<file path="src/rtl/matmul_pkg.sv">
// matmul_pkg: shared types and sizes for the matmul accelerator datapath.
//   DATA_WIDTH / BUS_WIDTH : operand and result element widths
//   MAX_DIM                : largest supported matrix dimension
//   DIM_W                  : width of runtime dimension inputs (holds 0..MAX_DIM)
//   IDX_W                  : width of an element index (0..MAX_DIM-1)
//   matA/matB/matc         : operand and result matrices, [row][col]
//   ovf_vec_t              : per-element overflow flags, bit i*MAX_DIM+j
package matmul_pkg;
  localparam int DATA_WIDTH = 16;
  localparam int BUS_WIDTH  = 32;
  localparam int MAX_DIM    = BUS_WIDTH / DATA_WIDTH;
  localparam int DIM_W      = $clog2(MAX_DIM) + 1;
  localparam int IDX_W      = (MAX_DIM > 1) ? $clog2(MAX_DIM) : 1;

  typedef logic [MAX_DIM-1:0][MAX_DIM-1:0][DATA_WIDTH-1:0] matA;
  typedef logic [MAX_DIM-1:0][MAX_DIM-1:0][DATA_WIDTH-1:0] matB;
  typedef logic [MAX_DIM-1:0][MAX_DIM-1:0][BUS_WIDTH-1:0]  matc;
  typedef logic [MAX_DIM*MAX_DIM-1:0]                      ovf_vec_t;

  typedef enum logic [1:0] {IDLE, LOAD, CALC, DONE} matmul_state_t;

  function automatic logic dimOk(input logic [DIM_W-1:0] d);
    return (d != '0) && (d <= DIM_W'(MAX_DIM));
  endfunction
endpackage

</file>
<file path="src/rtl/matmul_mac.sv">
// matmul_mac: combinational signed multiply-accumulate.
//   a, b    : signed operands (DATA_WIDTH)
//   acc_in  : running accumulator (BUS_WIDTH)
//   acc_out : acc_in + a*b, wrapping modulo 2^BUS_WIDTH
//   ovf     : signed add overflow, or product did not fit BUS_WIDTH
module matmul_mac
  import matmul_pkg::*;
#(
  parameter int DW = DATA_WIDTH,
  parameter int BW = BUS_WIDTH
) (
  input  logic [DW-1:0] a,
  input  logic [DW-1:0] b,
  input  logic [BW-1:0] acc_in,
  output logic [BW-1:0] acc_out,
  output logic          ovf
);
  localparam int PW = 2 * DW;

  logic signed [PW-1:0] prod;
  logic [BW-1:0]        prodExt;
  logic                 truncLoss;

  assign prod = $signed(a) * $signed(b);

  generate
    if (BW >= PW) begin : gExt
      assign prodExt   = BW'(prod);
      assign truncLoss = 1'b0;
    end else begin : gTrunc
      // Truncation loses significance when the kept bits no longer
      // sign-extend back to the full product.
      assign prodExt   = prod[BW-1:0];
      assign truncLoss = (PW'($signed(prodExt)) != prod);
    end
  endgenerate

  assign acc_out = acc_in + prodExt;
  assign ovf     = ((acc_in[BW-1] == prodExt[BW-1]) && (acc_out[BW-1] != acc_in[BW-1]))
                 || truncLoss;
endmodule

</file>
<file path="src/rtl/matmul_seq_engine.sv">
// matmul_seq_engine: sequential C = A*B (+ C_in) with one shared MAC.
//   clk_i, rst_ni            : clock, async active-low reset
//   start_i, bias_mode_i     : start request (IDLE only), add C_in when set
//   dim_n_i/dim_k_i/dim_m_i  : runtime N, K, M (1..MAX_DIM legal)
//   mat_a_i/mat_b_i/mat_c_i  : operands and bias, latched on accepted start
//   busy_o                   : high in LOAD and CALC
//   done_o                   : single-cycle completion pulse
//   err_o                    : illegal dimension on the last accepted start
//   res_o, ovf_o             : result matrix and per-element sticky overflow
module matmul_seq_engine
  import matmul_pkg::*;
(
  input  logic             clk_i,
  input  logic             rst_ni,
  input  logic             start_i,
  input  logic             bias_mode_i,
  input  logic [DIM_W-1:0] dim_n_i,
  input  logic [DIM_W-1:0] dim_k_i,
  input  logic [DIM_W-1:0] dim_m_i,
  input  matA              mat_a_i,
  input  matB              mat_b_i,
  input  matc              mat_c_i,
  output logic             busy_o,
  output logic             done_o,
  output logic             err_o,
  output matc              res_o,
  output ovf_vec_t         ovf_o
);
  matmul_state_t state, stateNxt;

  matA              aReg;
  matB              bReg;
  matc              cReg;
  logic             biasReg;
  logic [DIM_W-1:0] nReg, kReg, mReg;
  logic [IDX_W-1:0] iCnt, jCnt, kCnt, iNxt, jNxt;
  logic [BUS_WIDTH-1:0] acc, accNxt, biasNxt;
  logic             ovfRun, macOvf;
  logic             lastK, lastJ, lastI, dimsOk;
  matc              resReg;
  logic [MAX_DIM-1:0][MAX_DIM-1:0] ovfMat;  // flattens to bit i*MAX_DIM+j
  logic             errReg;

  assign dimsOk = dimOk(nReg) && dimOk(kReg) && dimOk(mReg);
  assign lastK  = ({1'b0, kCnt} == kReg - 1'b1);
  assign lastJ  = ({1'b0, jCnt} == mReg - 1'b1);
  assign lastI  = ({1'b0, iCnt} == nReg - 1'b1);

  assign jNxt    = lastJ ? '0 : jCnt + 1'b1;
  assign iNxt    = lastJ ? iCnt + 1'b1 : iCnt;
  // Only consumed when another element follows, so indices are in range.
  assign biasNxt = biasReg ? cReg[iNxt][jNxt] : '0;

  matmul_mac uMac (
    .a      (aReg[iCnt][kCnt]),
    .b      (bReg[kCnt][jCnt]),
    .acc_in (acc),
    .acc_out(accNxt),
    .ovf    (macOvf)
  );

  always_ff @(posedge clk_i or negedge rst_ni) begin
    if (!rst_ni) state <= IDLE;
    else         state <= stateNxt;
  end

  always_comb begin
    stateNxt = state;
    busy_o   = 1'b0;
    done_o   = 1'b0;
    case (state)
      IDLE: if (start_i) stateNxt = LOAD;
      LOAD: begin
        busy_o   = 1'b1;
        stateNxt = dimsOk ? CALC : DONE;
      end
      CALC: begin
        busy_o = 1'b1;
        if (lastK && lastJ && lastI) stateNxt = DONE;
      end
      DONE: begin
        done_o   = 1'b1;
        stateNxt = IDLE;
      end
      default: stateNxt = IDLE;
    endcase
  end

  always_ff @(posedge clk_i or negedge rst_ni) begin
    if (!rst_ni) begin
      aReg    <= '0;
      bReg    <= '0;
      cReg    <= '0;
      biasReg <= 1'b0;
      nReg    <= '0;
      kReg    <= '0;
      mReg    <= '0;
      iCnt    <= '0;
      jCnt    <= '0;
      kCnt    <= '0;
      acc     <= '0;
      ovfRun  <= 1'b0;
      resReg  <= '0;
      ovfMat  <= '0;
      errReg  <= 1'b0;
    end else begin
      case (state)
        IDLE: if (start_i) begin
          aReg    <= mat_a_i;
          bReg    <= mat_b_i;
          cReg    <= mat_c_i;
          biasReg <= bias_mode_i;
          nReg    <= dim_n_i;
          kReg    <= dim_k_i;
          mReg    <= dim_m_i;
          resReg  <= '0;
          ovfMat  <= '0;
          errReg  <= 1'b0;
        end
        LOAD: begin
          if (!dimsOk) errReg <= 1'b1;
          else begin
            iCnt   <= '0;
            jCnt   <= '0;
            kCnt   <= '0;
            acc    <= biasReg ? cReg[0][0] : '0;
            ovfRun <= 1'b0;
          end
        end
        CALC: begin
          if (lastK) begin
            resReg[iCnt][jCnt] <= accNxt;
            ovfMat[iCnt][jCnt] <= ovfRun | macOvf;
            kCnt   <= '0;
            jCnt   <= jNxt;
            iCnt   <= iNxt;
            acc    <= biasNxt;
            ovfRun <= 1'b0;
          end else begin
            kCnt   <= kCnt + 1'b1;
            acc    <= accNxt;
            ovfRun <= ovfRun | macOvf;
          end
        end
        default: ;
      endcase
    end
  end

  assign res_o = resReg;
  assign ovf_o = ovfMat;
  assign err_o = errReg;
endmodule

</file>
<file path="config.mk">
export PLATFORM = sky130hd
export DESIGN_NAME = matmul_seq_engine
export DESIGN_NICKNAME = d
export VERILOG_FILES = /design/src/rtl/matmul_pkg.sv /design/src/rtl/matmul_mac.sv /design/src/rtl/matmul_seq_engine.sv
export SDC_FILE = /design/constraint.sdc
export NUM_CORES = 2
export LEC_CHECK = 0
export ABC_AREA = 1
export CORE_ASPECT_RATIO = 0.5
export CORE_UTILIZATION = 35
export CTS_BUF_LIST = sky130_fd_sc_hd__clkbuf_2
export CTS_CLUSTER_SIZE = 10
export DETAILED_ROUTE_END_ITERATION = 16
export MAX_ROUTING_LAYER = met4
export PLACE_DENSITY = 0.53
export SLEW_MARGIN = 5
export SYNTH_ARGS = -nofsm -noshare
export SYNTH_HDL_FRONTEND = slang
export SYNTH_HIERARCHICAL = 1
export SYNTH_SLANG_ARGS = --single-unit
</file>
<file path="constraint.sdc">
create_clock -name clk_i -period 9.2 [get_ports clk_i]
set_input_delay 2.76 -clock clk_i [delete_from_list [all_inputs] [get_ports clk_i]]
set_output_delay 2.76 -clock clk_i [all_outputs]
set_load 0.02 [all_outputs]
</file>
==> metrics <==
row count=77; TritonCTS clock tree=done; largest family of logic cells by synthesized area=adder cells; grt ovf=0; Final Hold Fails=0; drt total wl=106,000 um; via count=26,200; largest net degree at the start of global routing=180; count of final setup violators=0; CP arrival=9800 ps; die width=426 um; CTS sink cnt=434; Clock Skews=161 ps; vias per cell=4.85; critical path startpoint category=flop; HPWL after DPL=81,600 um; CTS max path bufs=3; crit share post-route=94.5%; Area Growth Syn to Fin=22.6%; H-tree Lvls=3; Netlist cell types=46; cell area after layout=0.0385 sq mm; IO Count=401; clock insertion delay at the later pin of the skew report=1330 ps; Placer Congestion=0.973; Die Area=0.0910 sq mm; worst-margin pin slew=1250 ps; setup ws final=505 ps; CTS Root Cell=clkbuf_2; synthesized area=0.0314 sq mm; mux share of post-synthesis cell area=5.78%; Post-Route Setup TNS=0 ps; synthesized flop and latch total=434; mean post-synth cell area=8.59 sq um; peak supply drop=0.0659 mV; Tmin final=8700 ps; drt pass-1 iters=5; Async SR Flop Fraction=100%; CP max stage delay=620 ps; fmax=0.115 GHz; Num CTS Buffers=104; Power Dens Cells=88.9 mW/mm^2; DRT iter0 DRCs=1,622; EDFF count, synth=0; count of input and output buffers=400; Yosys top cell by area=dfrtp_1; initial antenna violation count=2; Post-Synth XOR/XNOR Area=1.34%; Synth Net Count=4,298; Initial Util=35.4%; fraction of layout cells with a size suffix above 1=13.5%; Hold Path Class=reg2reg; multi-input logic area=0.0169 sq mm; first-pass GRT wire length=160,000 um; max-slew violations=0; Max Cap Viol=0; RSZ-0062 raised after global routing=no; die height=214 um; fill count=8,831; Setup crit end kind=flop; Avg WL per Cell=19.5 um; Slowest-stage cell, CP=dfrtp_4; via count of the first global-routing pass=26,700; run status=finished, final reports clean; # DRC=0; core area=0.0885 sq mm; kind of critical path=reg2reg; layout net count=4,794; Compound-Gate Fraction of Synth Area=11.0%; Post-DP Area=0.0374 sq mm; Slew Limit Headroom=16.7%; gate count of the mapped netlist=3,652; gr usage total=24.1%; post-route ant nets=0; P_leak=21.0 nW; Worst Path Required=10,300 ps; worst-path fanout max=33; most area-consuming cells after synthesis=dfrtp_1, fa_1, inv_1; Synth Warn #=6; storage element area=0.0109 sq mm; clk slew on worst S/H paths=120 ps; pre-CTS WS=261 ps; post-synthesis sequential area ratio=34.6%; Post-synth top flop=dfrtp_1; Adder-Cell Fraction of Synth Area=21.4%; top-area cell type share of the netlist area=34.6%; Post-Synth Simple-Gate Area=14.0%
[final cells by class]
| type | instances | share of cell area [%] |
|---|---|---|
| multi-input cells | 2276 | 43.9 |
| flip-flops and latches | 434 | 28.2 |
| repair buffers | 576 | 14.2 |
| inverters | 756 | 7.39 |
| well taps | 1185 | 3.85 |
| clock buffers | 144 | 1.87 |
| clock inverters | 29 | 0.559 |
| diodes | 7 | 0.0455 |
[repair_timing]
action,CTS,global route
setup endpoints to repair,0,87
setup buffers,0,3
hold buffers,0,0
gates resized for setup,0,17
[critical path, delay by kind of cell (launching register included)]
kind / cells / cell delay (ps)
AOI/OAI and AO/OA: 6 / 1200
xor gates and xnor gates: 2 / 460
adders and majority gates: 8 / 3710
buffers and inverters: 6 / 1180
DFF: 1 / 620
and+or+nand+nor: 9 / 1300
[per-stage QoR]
| stage | instances | utilization, % | hold WS (ps) | total power [mW] |
|---|---|---|---|---|
| global placement | 5224 | 42.3 | 483 | 2.11 |
| global route | 5407 | 43.5 | 521 | 3.58 |
| CTS | 5397 | 43.3 | 509 | 3.47 |
| detailed placement | 5224 | 42.3 | 487 | 2.11 |
| finish | 5407 | 43.5 | 505 | 3.42 |
| floorplan | 3652 | - | 474 | 1.95 |
[logic make-up after synthesis]
group / count (synthesis)
and+or+nand+nor: 1076
buffers and inverters: 942
AOI/OAI and AO/OA: 611
DFF: 434
adders and majority gates: 380
muxes: 161
xor gates and xnor gates: 48
[power breakdown]
group / switching (mW) / internal, mW / leakage [nW] / total, mW
clock network: 0.840 / 0.511 / 0.704 / 1.35
registers: 0.000106 / 1.91 / 4.83 / 1.91
logic: 0.0632 / 0.101 / 15.5 / 0.164
total: 0.903 / 2.52 / 21.0 / 3.42
[sequential cells by signal (all words and copies together) (netlist names)]
name / count
kReg: 2
res_o: 128
acc: 32
kCnt: 1
bReg: 64
biasReg: 1
state: 2
cReg: 128
jCnt: 1
ovfRun: 1
aReg: 64
ovf_o: 4
mReg: 2
nReg: 2
err_o: 1
iCnt: 1
[routing by layer]
metal,vias to the layer above,wire length (um),global-route usage (%)
met3,146,6690,6.09
met5,-,0,-
met1,13100,47200,31.4
met2,572,49600,37.4
met4,0,2260,5.99
li1,12400,-,-
[placed cells by master (no fill, tap or decap), types with 8 or more instances in the layout]
cell type	count
inv_1	747
nand2_1	568
dfrtp_1	433
clkdlybuf4s50_1	399
nor2_1	305
fa_1	263
a21oi_1	233
buf_4	163
o22ai_1	162
mux2_2	161
clkbuf_2	144
nand3_1	141
o21ai_0	126
ha_1	117
o21ai_1	40
xor2_1	30
nand2_2	18
clkinv_1	17
xnor2_1	15
inv_2	10
buf_12	10
a21o_1	10
nand3_2	8
nand4_1	8
nor3_1	8
[synth_stat cells, types with 31 or more instances]
cell type	n
buf_2	68
dfrtp_1	434
nand2_1	573
nand3_1	141
mux2_2	161
fa_1	263
clkbuf_1	99
ha_1	117
xor2_1	31
nor2_1	306
inv_1	747
a21oi_1	235
o21ai_1	39
o22ai_1	166
o21ai_0	127
[final timing paths]
path                       startpoint        end  slack [ps]  cells after the start
min in group asynchronous      rst_ni   aReg[24]        1460                      1
max                              iCnt  res_o[15]         500                     31
min reg2reg                  cReg[50]   cReg[50]         500                      1
max in group asynchronous      rst_ni  res_o[83]        5920                      2
max reg2reg                      iCnt  res_o[15]         500                     31
min                          cReg[50]   cReg[50]         500                      1
Note: power is estimated with default switching activity, not from simulation.
